===== src/rtl/fft_mag_peak.sv =====
// Squared-magnitude stream and per-frame peak finder behind the FFT core.
// Optional build macro SPEC_DC_SKIP_EN removes bin 0 from the peak search.
module fft_mag_peak #(
  parameter int FFT_LEN = 2048,
  parameter int ADDR_W  = 11,
  parameter int DW      = 16
) (
  input  logic              i_aclk,
  input  logic              i_aresetn,
  input  logic [2*DW-1:0]   i_fft_tdata,
  input  logic              i_fft_tvalid,
  input  logic              i_fft_tlast,
  output logic [2*DW-1:0]   o_mag_tdata,
  output logic [ADDR_W-1:0] o_mag_tuser,
  output logic              o_mag_tvalid,
  output logic              o_mag_tlast,
  output logic [ADDR_W-1:0] o_peak_bin,
  output logic [2*DW-1:0]   o_peak_mag,
  output logic              o_peak_valid,
  output logic              o_frame_err
);

  localparam int PW = 2 * DW;
  localparam logic [ADDR_W-1:0] LAST_BIN = ADDR_W'(FFT_LEN - 1);
  localparam logic [1:0] S_IDLE = 2'd0;
  localparam logic [1:0] S_RUN  = 2'd1;
  localparam logic [1:0] S_DONE = 2'd2;

  // Squares are non-negative, so the sum is formed unsigned and any carry
  // past PW bits is dropped.
  function automatic logic [PW-1:0] sum_sq(input logic signed [PW-1:0] a,
                                           input logic signed [PW-1:0] b);
    return $unsigned(a) + $unsigned(b);
  endfunction

  logic signed [DW-1:0] re_in, im_in;
  logic signed [PW-1:0] re_x, im_x;
  logic [ADDR_W-1:0]    cnt;
  logic                 at_end, last_in;

  assign re_in   = i_fft_tdata[DW-1:0];
  assign im_in   = i_fft_tdata[2*DW-1:DW];
  assign re_x    = PW'(re_in);
  assign im_x    = PW'(im_in);
  assign at_end  = (cnt == LAST_BIN);
  assign last_in = i_fft_tlast | at_end;

  // ---- stage 1: squares, bin tag, frame end ----
  logic signed [PW-1:0] re_sq_p1, im_sq_p1;
  logic [ADDR_W-1:0]    bin_p1;
  logic                 last_p1, vld_p1;

  always_ff @(posedge i_aclk) begin
    if (!i_aresetn) begin
      cnt         <= '0;
      vld_p1      <= 1'b0;
      o_frame_err <= 1'b0;
    end else begin
      vld_p1 <= i_fft_tvalid;
      if (i_fft_tvalid) begin
        cnt <= last_in ? '0 : cnt + ADDR_W'(1);
        if (i_fft_tlast != at_end) o_frame_err <= 1'b1;
      end
    end
  end

  always_ff @(posedge i_aclk) begin
    if (i_fft_tvalid) begin
      re_sq_p1 <= re_x * re_x;
      im_sq_p1 <= im_x * im_x;
      bin_p1   <= cnt;
      last_p1  <= last_in;
    end
  end

  // ---- stage 2: magnitude output and shadow peak tracker ----
  logic [PW-1:0]     mag_sum;
  logic [ADDR_W-1:0] trk_bin;
  logic [PW-1:0]     trk_mag;
  logic              trk_load, trk_skip;

  assign mag_sum = sum_sq(re_sq_p1, im_sq_p1);

`ifdef SPEC_DC_SKIP_EN
  assign trk_skip = (bin_p1 == '0);
  assign trk_load = (bin_p1 == ADDR_W'(1));
`else
  assign trk_skip = 1'b0;
  assign trk_load = (bin_p1 == '0);
`endif

  always_ff @(posedge i_aclk) begin
    if (!i_aresetn) begin
      o_mag_tdata  <= '0;
      o_mag_tuser  <= '0;
      o_mag_tvalid <= 1'b0;
      o_mag_tlast  <= 1'b0;
    end else begin
      o_mag_tvalid <= vld_p1;
      o_mag_tlast  <= vld_p1 & last_p1;
      if (vld_p1) begin
        o_mag_tdata <= mag_sum;
        o_mag_tuser <= bin_p1;
      end
    end
  end

  // Tracker keeps running into the next frame; the report is latched from it
  // in S_DONE before the new frame's first bin overwrites it.
  always_ff @(posedge i_aclk) begin
    if (vld_p1) begin
      if (trk_skip) begin
        trk_bin <= '0;
        trk_mag <= '0;
      end else if (trk_load || (mag_sum > trk_mag)) begin
        trk_bin <= bin_p1;
        trk_mag <= mag_sum;
      end
    end
  end

  // ---- stage 3: frame FSM and peak report ----
  logic [1:0] state;
  logic       in_flight;

  assign in_flight = i_fft_tvalid | vld_p1 | (cnt != '0);

  always_ff @(posedge i_aclk) begin
    if (!i_aresetn) begin
      state        <= S_IDLE;
      o_peak_valid <= 1'b0;
      o_peak_bin   <= '0;
      o_peak_mag   <= '0;
    end else begin
      o_peak_valid <= (state == S_DONE);
      if (state == S_DONE) begin
        o_peak_bin <= trk_bin;
        o_peak_mag <= trk_mag;
      end
      if (vld_p1 && last_p1) begin
        state <= S_DONE;
      end else begin
        case (state)
          S_IDLE:  if (i_fft_tvalid) state <= S_RUN;
          S_DONE:  state <= in_flight ? S_RUN : S_IDLE;
          default: ;
        endcase
      end
    end
  end

endmodule


===== config.mk =====
export PLATFORM = sky130hd
export DESIGN_NAME = fft_mag_peak
export DESIGN_NICKNAME = d
export VERILOG_FILES = /design/src/rtl/fft_mag_peak.sv
export SDC_FILE = /design/constraint.sdc
export NUM_CORES = 2
export LEC_CHECK = 0
export CAP_MARGIN = 25
export CORE_ASPECT_RATIO = 0.75
export CORE_UTILIZATION = 45
export DETAILED_ROUTE_END_ITERATION = 8
export GPL_TIMING_DRIVEN = 1
export PLACE_DENSITY_LB_ADDON = 0.15
export SLEW_MARGIN = 20
export SYNTH_ARGS = -nofsm -noshare
export SYNTH_HDL_FRONTEND = slang
export SYNTH_SLANG_ARGS = --single-unit

===== constraint.sdc =====
create_clock -name i_aclk -period 8.1 [get_ports i_aclk]
set_input_delay 1.62 -clock i_aclk [delete_from_list [all_inputs] [get_ports i_aclk]]
set_output_delay 1.62 -clock i_aclk [all_outputs]
set_load 0.03 [all_outputs]

==> impl_metrics.py <==
metrics = {
    "yosys": {
        "yosysSeqAreaShare_pct": 20.7,
        "synth-seq-cells": 221,
        "syn_nets": 3510,
        "ys_warn_count": 0,
        "synth-xor-area-share_pct": 3.77,
        "synth_top_family_by_area": "adder cells",
        "synthSimpleGateAreaFrac_pct": 11.1,
        "synth_compound_area_share_pct": 6.42,
        "synth_ff_type": "edfxtp_1",
        "syn_avg_cell_area_sq_um": 9.76,
        "synth-edff-count": 117,
        "synthArstFlopShare_pct": 0,
        "synth.distinct_cells": 71,
        "synth_fa_ha_area_share_pct": 46.2,
        "muxShareOfSynthArea_pct": 1.34,
        "synth_cells": 2762,
        "netlist_area_sq_um": 27000,
    },
    "timing": {
        "setup_viol": 0,
        "min_period_over_period_pct": 95.8,
        "slew_headroom_pct": 31.6,
        "worst-slew-pin-transition_ns": 1.03,
        "period_minus_slack_ns": 7.76,
        "maxSlewViolCount": 0,
        "rsz0062_at_grt": "false",
        "finClkSkew_ns": 0.0467,
        "clock.fmax_mhz": 129,
        "hold_violations": 0,
        "setup_slack_ns": 0.338,
    },
    "setup_path": {
        "crit_family": "adder cells",
        "worstPathCellList": "clkdlybuf4s50_1, nand2_1, fa_1, fa_1, fa_1, inv_1, fa_1, fa_1, inv_1, fa_1, inv_1, ha_1, a211oi_2, nor2_1, o41a_1, a311o_1, a211oi_2, o211ai_1, a31o_1, a21o_1, xnor2_1",
        "end_kind": "register",
        "startpoint_type": "primary input",
        "cpMaxStageDelayCell": "clkdlybuf4s50_1",
        "crit_top_cell": "fa_1",
        "worst_path_largest_cell_delay_ns": 0.68,
        "worstSetupPathType": "in -> reg",
        "cp_num_buf_inv": 4,
        "cp.arrival_ns": 8.04,
        "path_max_fanout": 6,
        "cp.required_ns": 8.38,
    },
    "finish": {
        "area_growth_syn_to_layout_pct": 15.9,
        "fill_cells": 5365,
        "fin_area_sq_um": 31300,
        "diodes": 0,
        "fin_nets": 3775,
        "regArea_sq_um": 5600,
        "postLayoutCoreUtil_pct": 52.9,
        "multiInputGateArea_sq_um": 18600,
        "drive_gt1_share_pct": 8.40,
    },
    "routing": {
        "wl_per_cell_um": 15.7,
        "first_iter_violations": 782,
        "drc": 0,
        "final_antenna_net_count": 0,
        "routed_wl_um": 60300,
        "first_pass_iters": 5,
        "num_vias": 18900,
        "vias_per_cell": 4.92,
    },
    "clock_tree": {
        "cts_sinks": 221,
        "clkTransAtPathRegs_ns": 0.05,
        "cts_resized": 0,
        "cts_tree": "yes",
        "clk_latency_ns": 0.59,
        "numCtsBuffers": 27,
        "htreeDepth": 1,
        "holdBufCountCts": 0,
        "post-cts-setup-buffer-count": 0,
        "clk_path_buf_depth": 3,
        "cts-root-buf": "clkbuf_16",
    },
    "die": {
        "start_util_pct": 45.7,
        "rows": 77,
        "fp.dieArea_sq_um": 60900,
        "dieWidth_um": 285,
        "core_region_area_sq_um": 59100,
        "ios": 126,
        "die_h_um": 214,
    },
    "placed_design": {
        "place_congestion": 0.877,
        "dp_hpwl_um": 51700,
        "pre_cts_ws_ns": -0.232,
        "io_buffer_count": 125,
        "dpl-instance-area_sq_um": 30300,
    },
    "grt": {
        "gr-usage-met3_pct": 2.23,
        "antenna_found_initial": 1,
        "use_met2_pct": 33.7,
        "grt_max_degree": 84,
        "grt_pass1_wl_um": 102000,
        "grt_overflow_total": 0,
        "busiest_layer": "met2",
        "grt_pass1_vias": 20400,
        "gr-usage-all-layers_pct": 20.8,
        "grtUsageMet1_pct": 30.6,
    },
    "job": {
        "cap_violations": 0,
    },
    "run_status": {
        "status": "completed",
    },
    "hold_path": {
        "hold_path.class": "reg -> reg",
    },
}
final timing paths:
path                                      start             end  slack, ns  cells after the start
worst max-delay path            i_fft_tdata[10]    re_sq_p1[31]       0.34                     21
worst min-delay path             o_peak_mag[10]  o_peak_mag[10]       0.45                      2
worst max register to register      im_sq_p1[3]     trk_mag[12]       2.11                     17
worst min register to register   o_peak_mag[10]  o_peak_mag[10]       0.45                      2
cell usage after synthesis, types with 6 or more instances:
| cell | count | area [sq um] |
|---|---|---|
| nand4_1 | 14 | 87.6 |
| nand2b_1 | 16 | 100 |
| dfxtp_1 | 104 | 2080 |
| inv_1 | 673 | 2530 |
| o21bai_1 | 6 | 45.0 |
| nor3_1 | 19 | 95.1 |
| a211oi_1 | 8 | 60.1 |
| o21ai_1 | 15 | 75.1 |
| and2_1 | 86 | 538 |
| buf_1 | 8 | 30.0 |
| nor2_1 | 157 | 589 |
| a21o_1 | 29 | 218 |
| nand2_1 | 277 | 1040 |
| and3_1 | 6 | 37.5 |
| o21a_1 | 10 | 75.1 |
| a31o_2 | 6 | 52.6 |
| xnor2_1 | 87 | 762 |
| edfxtp_1 | 117 | 3510 |
| fa_1 | 472 | 9450 |
| a31oi_1 | 9 | 56.3 |
| o21ai_0 | 24 | 120 |
| ha_1 | 240 | 3000 |
| nand3_1 | 25 | 125 |
| mux2i_1 | 35 | 350 |
| or2_2 | 6 | 37.5 |
| a21oi_1 | 115 | 576 |
| xor2_1 | 29 | 254 |
| nor2b_1 | 24 | 150 |
| clkbuf_1 | 68 | 255 |
| o211ai_1 | 6 | 45.0 |
through the flow:
| stage | std cells | setup TNS (ns) | hold WS [ns] |
|---|---|---|---|
| 2_1_floorplan | 2762 | 0 | 0.450 |
| 3_3_place_gp | 3788 | -0.280 | 0.444 |
| 3_5_place_dp | 3788 | -0.584 | 0.446 |
| 4_1_cts | 3838 | 0 | 0.454 |
| 5_1_grt | 3838 | 0 | 0.468 |
| 6_report | 3838 | 0 | 0.451 |
state kept, by name, indices dropped and copies added, names as in the netlist:
name and count:
state 2, o_frame_err 1, o_peak_valid 1, re_sq_p1 31, trk_bin 11, o_mag_tlast 1
o_peak_bin 11, o_peak_mag 32, vld_p1 1, o_mag_tdata 32, bin_p1 11, cnt 11
last_p1 1, im_sq_p1 31, o_mag_tvalid 1, o_mag_tuser 11, trk_mag 32
tightest hold or removal path, stage by stage (launching register included):
cell     delay (ns)
dfxtp_1        0.30
nand2_1        0.05
a21oi_1        0.05
cells in the final DEF, fill, tap and decap left out, drive strengths merged, types with 14 or more instances in the layout:
cell type      netlist  final
and2                86     86
inv                674    677
fa                 472    472
o21ai               40     40
ha                 240    240
nor2               157    157
nor3                19     19
clkbuf              68     40
nand4               14     14
nor2b               24     24
a21oi              116    116
dfxtp              104    104
xor2                29     29
buf                  8    188
nand3               25     25
mux2i               35     35
edfxtp             117    117
xnor2               87     87
nand2              277    277
a21o                29     29
nand2b              16     16
clkdlybuf4s50        0    124
kinds of logic (layout without fill, tap and decap cells):
family | count (synthesis) | after routing
buf+inv | 750 | 1036
simple gates | 656 | 656
fa+ha+maj | 712 | 712
xor+xnor | 116 | 116
flops | 221 | 221
mux | 36 | 36
compound gates | 271 | 271
cell type report:
type                            instances  area share (%)
Multi-Input combinational cell       1791            59.4
Sequential cell                       221            17.9
Timing Repair Buffer                  312            8.48
Inverter                              674            8.09
Tap cell                              790            3.16
Clock buffer                           40            2.54
Clock inverter                         10           0.400
per-layer routing:
metal	share of wire [%]	routed length (um)	vias up
met3	3.7	2240	59
met1	48	29000	9459
met2	46	28000	329
li1	-	-	9037
met4	1.7	1010	2
met5	0.022	13	-
Power is left out: the tool's default activity adds up to more than one toggle a clock period on the data nets, which glitch-free logic cannot reach.
